### src/rtl/wb_stage_if.sv
// Pipeline-side bundle for the write-back stage: MEM/WB inputs, ID read ports,
// EX forwarding tap and board-display outputs.
interface wb_stage_if #(
    parameter int unsigned CNT_W = 32
);
    logic             run;
    logic             WE;
    logic             Byte;
    logic             set;
    logic             sys;
    logic             lower;
    logic [1:0]       sel;
    logic [1:0]       data_in_re_choose;
    logic [4:0]       RW;
    logic [31:0]      PC;
    logic [31:0]      result;
    logic [31:0]      LO;
    logic [31:0]      data;
    logic [4:0]       ra1;
    logic [4:0]       ra2;
    logic [31:0]      rd1;
    logic [31:0]      rd2;
    logic             wb_we;
    logic [4:0]       wb_rw;
    logic [31:0]      wb_data;
    logic             halt;
    logic [31:0]      led_data;
    logic [CNT_W-1:0] retired_cnt;

    modport master (
        output run, WE, Byte, set, sys, lower, sel, data_in_re_choose, RW, PC, result, LO,
               data, ra1, ra2,
        input  rd1, rd2, wb_we, wb_rw, wb_data, halt, led_data, retired_cnt
    );

    modport slave (
        input  run, WE, Byte, set, sys, lower, sel, data_in_re_choose, RW, PC, result, LO,
               data, ra1, ra2,
        output rd1, rd2, wb_we, wb_rw, wb_data, halt, led_data, retired_cnt
    );
endinterface

### src/rtl/wb_stage.sv
// Write-back stage: final write-data mux, 32x32 register file with write-through
// read ports, syscall display/halt and a saturating retired-instruction counter.
module wb_stage #(
    parameter int unsigned CNT_W     = 32,
    parameter logic [31:0] SYS_PRINT = 32'd34
) (
    input logic       clk,
    input logic       clear,
    wb_stage_if.slave bus
);
    logic [31:0]      regs_q [32];
    logic             halt_q;
    logic [31:0]      led_q;
    logic [CNT_W-1:0] cnt_q;

    logic [7:0]  lane;
    logic [31:0] load_data;
    logic [31:0] wr_data;
    logic        we;
    logic        sys_fire;
    logic        retire;

    always_comb begin
        case (bus.sel)
            2'd0:    lane = bus.data[7:0];
            2'd1:    lane = bus.data[15:8];
            2'd2:    lane = bus.data[23:16];
            default: lane = bus.data[31:24];
        endcase
        if (!bus.Byte)      load_data = bus.data;
        else if (bus.lower) load_data = {24'b0, lane};
        else                load_data = {{24{lane[7]}}, lane};
    end

    always_comb begin
        case (bus.data_in_re_choose)
            2'b00:   wr_data = bus.set ? {31'b0, bus.result[0]} : bus.result;
            2'b01:   wr_data = load_data;
            2'b10:   wr_data = bus.PC + 32'd4;
            default: wr_data = bus.LO;
        endcase
    end

    assign we       = bus.run & bus.WE & ~halt_q & (bus.RW != 5'd0);
    assign sys_fire = bus.run & bus.sys & ~halt_q & (bus.PC != 32'd0);
    assign retire   = bus.run & ~halt_q & (bus.PC != 32'd0);

    // Same-cycle writes bypass to ID so no extra hazard stall is needed.
    always_comb begin
        if (bus.ra1 == 5'd0)                 bus.rd1 = 32'd0;
        else if (we && bus.ra1 == bus.RW)    bus.rd1 = wr_data;
        else                                 bus.rd1 = regs_q[bus.ra1];
        if (bus.ra2 == 5'd0)                 bus.rd2 = 32'd0;
        else if (we && bus.ra2 == bus.RW)    bus.rd2 = wr_data;
        else                                 bus.rd2 = regs_q[bus.ra2];
    end

    assign bus.wb_we       = we;
    assign bus.wb_rw       = bus.RW;
    assign bus.wb_data     = wr_data;
    assign bus.halt        = halt_q;
    assign bus.led_data    = led_q;
    assign bus.retired_cnt = cnt_q;

    always_ff @(posedge clk) begin
        if (clear) begin
            for (int i = 0; i < 32; i++) regs_q[i] <= 32'd0;
            halt_q <= 1'b0;
            led_q  <= 32'd0;
            cnt_q  <= '0;
        end else begin
            if (we) regs_q[bus.RW] <= wr_data;
            // Syscall decodes $v0/$a0 straight from the register file, never the bypass.
            if (sys_fire) begin
                if (regs_q[2] == SYS_PRINT) led_q <= regs_q[4];
                else                        halt_q <= 1'b1;
            end
            if (retire && cnt_q != '1) cnt_q <= cnt_q + CNT_W'(1);
        end
    end
endmodule

### src/flat_wrapper.sv
// flat-port wrapper written by rule: the top's interface ports become plain ports
module wb_stage_flat 
#(
    parameter int unsigned CNT_W     = 32,
    parameter logic [31:0] SYS_PRINT = 32'd34
)
  (clk, clear, bus_run, bus_WE, bus_Byte, bus_set, bus_sys, bus_lower, bus_sel, bus_data_in_re_choose, bus_RW, bus_PC, bus_result, bus_LO, bus_data, bus_ra1, bus_ra2, bus_rd1, bus_rd2, bus_wb_we, bus_wb_rw, bus_wb_data, bus_halt, bus_led_data, bus_retired_cnt);
  wb_stage_if #(.CNT_W(CNT_W)) bus_i ();
  input logic clk;
  input logic clear;
  input wire logic [$bits(bus_i.run)-1:0] bus_run;
  input wire logic [$bits(bus_i.WE)-1:0] bus_WE;
  input wire logic [$bits(bus_i.Byte)-1:0] bus_Byte;
  input wire logic [$bits(bus_i.set)-1:0] bus_set;
  input wire logic [$bits(bus_i.sys)-1:0] bus_sys;
  input wire logic [$bits(bus_i.lower)-1:0] bus_lower;
  input wire logic [$bits(bus_i.sel)-1:0] bus_sel;
  input wire logic [$bits(bus_i.data_in_re_choose)-1:0] bus_data_in_re_choose;
  input wire logic [$bits(bus_i.RW)-1:0] bus_RW;
  input wire logic [$bits(bus_i.PC)-1:0] bus_PC;
  input wire logic [$bits(bus_i.result)-1:0] bus_result;
  input wire logic [$bits(bus_i.LO)-1:0] bus_LO;
  input wire logic [$bits(bus_i.data)-1:0] bus_data;
  input wire logic [$bits(bus_i.ra1)-1:0] bus_ra1;
  input wire logic [$bits(bus_i.ra2)-1:0] bus_ra2;
  output wire logic [$bits(bus_i.rd1)-1:0] bus_rd1;
  output wire logic [$bits(bus_i.rd2)-1:0] bus_rd2;
  output wire logic [$bits(bus_i.wb_we)-1:0] bus_wb_we;
  output wire logic [$bits(bus_i.wb_rw)-1:0] bus_wb_rw;
  output wire logic [$bits(bus_i.wb_data)-1:0] bus_wb_data;
  output wire logic [$bits(bus_i.halt)-1:0] bus_halt;
  output wire logic [$bits(bus_i.led_data)-1:0] bus_led_data;
  output wire logic [$bits(bus_i.retired_cnt)-1:0] bus_retired_cnt;
  assign bus_i.run = bus_run;
  assign bus_i.WE = bus_WE;
  assign bus_i.Byte = bus_Byte;
  assign bus_i.set = bus_set;
  assign bus_i.sys = bus_sys;
  assign bus_i.lower = bus_lower;
  assign bus_i.sel = bus_sel;
  assign bus_i.data_in_re_choose = bus_data_in_re_choose;
  assign bus_i.RW = bus_RW;
  assign bus_i.PC = bus_PC;
  assign bus_i.result = bus_result;
  assign bus_i.LO = bus_LO;
  assign bus_i.data = bus_data;
  assign bus_i.ra1 = bus_ra1;
  assign bus_i.ra2 = bus_ra2;
  assign bus_rd1 = bus_i.rd1;
  assign bus_rd2 = bus_i.rd2;
  assign bus_wb_we = bus_i.wb_we;
  assign bus_wb_rw = bus_i.wb_rw;
  assign bus_wb_data = bus_i.wb_data;
  assign bus_halt = bus_i.halt;
  assign bus_led_data = bus_i.led_data;
  assign bus_retired_cnt = bus_i.retired_cnt;
  wb_stage #(.CNT_W(CNT_W), .SYS_PRINT(SYS_PRINT)) u_core (.clk(clk), .clear(clear), .bus(bus_i));
endmodule
### config.mk
export PLATFORM = sky130hd
export DESIGN_NAME = wb_stage_flat
export DESIGN_NICKNAME = d
export VERILOG_FILES = /design/src/rtl/wb_stage_if.sv /design/src/rtl/wb_stage.sv /design/src/flat_wrapper.sv
export SDC_FILE = /design/constraint.sdc
export NUM_CORES = 2
export LEC_CHECK = 0
export ABC_AREA = 1
export CORE_AREA = 4 4 392 549
export DETAILED_ROUTE_END_ITERATION = 16
export DIE_AREA = 0 0 396 553
export GPL_TIMING_DRIVEN = 0
export SLEW_MARGIN = 10
export SYNTH_ARGS = -nofsm -noshare
export SYNTH_HDL_FRONTEND = slang
export SYNTH_SLANG_ARGS = --single-unit
export TNS_END_PERCENT = 30
### constraint.sdc
create_clock -name clk -period 3.9 [get_ports clk]
set_input_delay 0.78 -clock clk [delete_from_list [all_inputs] [get_ports clk]]
set_output_delay 0.78 -clock clk [all_outputs]
set_load 0.1 [all_outputs]
==> out/results.tsv <==
stage	metric	value	unit
timing	worst slew pin tran	1.56	ns
timing	Slew Limit Headroom	-0.0400	
job	Max-Cap Viols	2	
setup_path	crit path launch type	input pin	
setup_path	critical path's largest stage delay	0.70	ns
timing	RSZ-0062 raised after global routing	true	
floorplanning	FP Rows	199	
yosys	syn avg cell area	7.63	um^2
timing	f_max	243	MHz
yosys	largest cells by area after synthesis	edfxtp_1, nand3_1, nand2_1	
floorplanning	Core Region	210000	um^2
grt	first-pass GRT wire length	607000	um
clock_network	CTS H-tree depth	3	
yosys	sequential share of the synthesized area	0.510	
setup_path	Buf/Inv on CP	3	
floorplanning	# IOs	322	
grt	M2 GR Usage	0.609	
clock_network	deepest clock path buffer count	3	
clock_network	Num CTS Buffers	121	
grt	antenna violations before repair	47	
route	DRC	0	
timing	Final Hold Vio Count	0	
place	DPL Wire Length	350000	um
timing	Final period util	1.05	
timing	min Tclk post-route	4.11	ns
cells_and_area	final instance area	79500	um^2
setup_path	crit-path cells	clkdlybuf4s50_1, nand2_2, nor2_4, nand2_4, nor2_1, nand2_1, inv_1, nand2_1, clkbuf_2, nand2_8	
place	Post-DP Area	70800	um^2
cells_and_area	Cell Count, Final, Fillers Out	11700	
place	GP Congestion	1.07	
power_and_ir_drop	PwrDens	428	nW/um^2
setup_path	Data required, critical path	4.33	ns
outcome	failing checks	max-capacitance violations, max-slew violations, negative setup slack	
outcome	status	finished, violations left	
yosys	Post-Syn Area	62900	um^2
timing	final clock skew	0.0553	ns
cells_and_area	Core Util, Final	0.379	
clock_network	clock transition at the registers of the reported paths	0.06	ns
route	routed wire length	470000	um
floorplanning	DIE WIDTH	396	um
setup_path	CP endpoint kind	flip-flop	
setup_path	Worst Path Arrival	4.54	ns
setup_path	Top Family by Delay on Critical Path	simple AND/OR/NAND/NOR gates	
cells_and_area	Area Growth Syn to Fin	26.4	%
yosys	YS warnings	0	
timing	final setup margin	-0.208	ns
clock_network	Clk Latency, worst-skew pair	0.83	ns
grt	gr usage total	0.413	
power_and_ir_drop	leak pwr	31.4	nW
setup_path	Crit Path Max Fanout	32	
grt	vias in the first global route	65600	
place	IO Port Bufs	311	
place	pre-CTS WS	-3.39	ns
cells_and_area	nets	8925	
cells_and_area	fillcell total	21900	
grt	largest net degree at the start of global routing	33	
clock_network	CTS tree	done	
route	Via density	6.05	
route	routed length per instance	40.1	um
yosys	FF+latch count, synth	1089	
route	initial DRC count	11100	
route	DR vias	70900	
route	ANT nets after route	0	
setup_path	cell repeated most along the worst path	nand2_1	
timing	Slew Limit Fails	16	
floorplanning	initial core utilization	0.299	
yosys	top-area cell type share of the netlist area	0.489	
grt	met3 Use GR	0.155	
timing	final setup fails	165	
route	first-pass detailed-route iteration total	9	
floorplanning	die area	219000	um^2
hold_path	Hold Path Class	flip-flop to flip-flop	
floorplanning	Die Y	553	um
power_and_ir_drop	worst vdd ir	0.404	mV
setup_path	critical path type	input pin to flip-flop	
cells_and_area	share of cells above drive strength 1	0.153	
yosys	Yosys cell types	35	
clock_network	root buf cell	clkbuf_16	
grt	GR peak layer	met2	
power_and_ir_drop	PnR Total Power	34.0	mW
timing	Setup TNS	-12.62	ns
clock_network	# clock sinks	1089	
timing	WHS	0.505	ns
grt	Congestion Overflow GR	0	
place	Placed Cells	11400	
grt	met1 Use GR	0.461	
setup_path	CP max-delay cell	clkbuf_2	
yosys	post-synth top area cell	edfxtp_1	
yosys	Mapped Cells	8235	
[cell usage in the layout, fill, tap and decap left out, types with 22 or more instances in the layout]
cell type / synthesis / final
nand2_2: 0 / 43
buf_6: 0 / 95
inv_1: 324 / 317
edfxtp_1: 1024 / 1024
nand3_2: 0 / 86
a21oi_1: 234 / 224
nand2_4: 0 / 29
buf_4: 5 / 161
nor2_4: 0 / 51
buf_12: 0 / 50
clkinv_1: 3 / 26
or2_2: 36 / 36
clkdlybuf4s50_1: 0 / 176
clkbuf_4: 0 / 108
clkbuf_16: 0 / 133
clkbuf_8: 0 / 64
nor2_1: 1268 / 1197
nand3b_1: 24 / 24
nand2_1: 2371 / 2286
diode_2: 0 / 36
nand3_4: 0 / 40
clkbuf_2: 0 / 82
conb_1: 1 / 32
clkbuf_1: 304 / 70
o211ai_1: 57 / 57
o21ai_0: 166 / 164
nor2_2: 2 / 22
dlygate4sd2_1: 0 / 23
nand3_1: 1844 / 1718
dfxtp_1: 65 / 65
buf_2: 305 / 194
buf_8: 0 / 37
[cell type report]
class	count	area [um^2]	area share
diodes	36	90.1	0.00113
plain buffers	693	5290	0.0666
clock buffers	156	3330	0.0419
clock inverters	72	702	0.00883
inverters	333	1290	0.0162
multi-input cells	6141	28700	0.361
flip-flops and latches	1089	32100	0.403
well taps	2814	3520	0.0443
repair buffers	388	4460	0.0561
[repair_timing]
item	CTS	global route
buffers inserted	35	7
gates resized for setup	1883	159
setup endpoints to repair	1487	86
hold buffers	0	0
pin swaps	38	16
[worst min-delay path, delay by kind of cell, from the launching register on]
kind             cells  cell delay, ns
flip-flops           1            0.33
AO/OA/AOI/OAI        1            0.05
AND/OR/NAND/NOR      1            0.07
[metal layers]
| layer | part of all wire | routed length [um] | vias up |
|---|---|---|---|
| li1 | - | - | 28600 |
| met1 | 0.34 | 160000 | 34500 |
| met2 | 0.42 | 197000 | 5914 |
| met3 | 0.13 | 58800 | 1838 |
| met4 | 0.11 | 53800 | 24 |
| met5 | 0.00068 | 319 | - |
[kinds of logic (layout without fill, tap and decap cells)]
group / Yosys count / after routing / share of synthesized area
adders and majority gates: 3 / 3 / 0.000597
other: 1 / 68 / 0.0000597
DFF: 1089 / 1089 / 0.510
AOI/OAI and AO/OA: 485 / 485 / 0.0417
and+or+nand+nor: 5598 / 5598 / 0.376
buffers and inverters: 1036 / 1642 / 0.0682
xor gates and xnor gates: 23 / 23 / 0.00321
[sequential cells by signal, indices dropped and copies added (netlist names)]
register                count
u_core.regs_q            1024
u_core.bus.retired_cnt     32
u_core.bus.halt             1
u_core.bus.led_data        32
[path summary, 6_finish.rpt]
| path | startpoint | to | slack [ns] | depth (start not counted) |
|---|---|---|---|---|
| worst min-delay path | u_core.bus.retired_cnt[31] | u_core.bus.retired_cnt[31] | 0.51 | 2 |
| worst min register to register | u_core.bus.retired_cnt[31] | u_core.bus.retired_cnt[31] | 0.51 | 2 |
| worst max register to register | u_core.bus.halt | u_core.regs_q[28][19] | -0.04 | 8 |
| worst max-delay path | bus_WE | u_core.regs_q[28][19] | -0.21 | 10 |
[synthesized netlist by cell type]
cell       number
a31oi_1        10
conb_1          1
o21bai_1        5
nor3_1         21
o21a_1          1
and2_1          2
buf_4           5
o211ai_1       57
a21oi_1       234
nor2_2          2
nor3_2          2
nor2_1       1268
nand3b_1       24
or2_2          36
nor4_1          3
xnor2_1         6
inv_1         324
o21ai_0       166
clkbuf_1      304
nand3_1      1844
o2111ai_1       5
ha_1            3
xor2_1         17
dfxtp_1        65
buf_1          89
o21ai_1         6
edfxtp_1     1024
nand2_1      2371
nor3_4          3
and2_0          2
a221oi_1        1
clkinv_1        3
inv_2           6
nand4_1        20
buf_2         305
[power by group]
group          total (mW)  internal, mW  switching [mW]
registers            13.4          13.2           0.274
logic                8.21          1.85            6.36
clock network        12.3          6.74            5.59
Note: power is estimated with default switching activity, not from simulation.
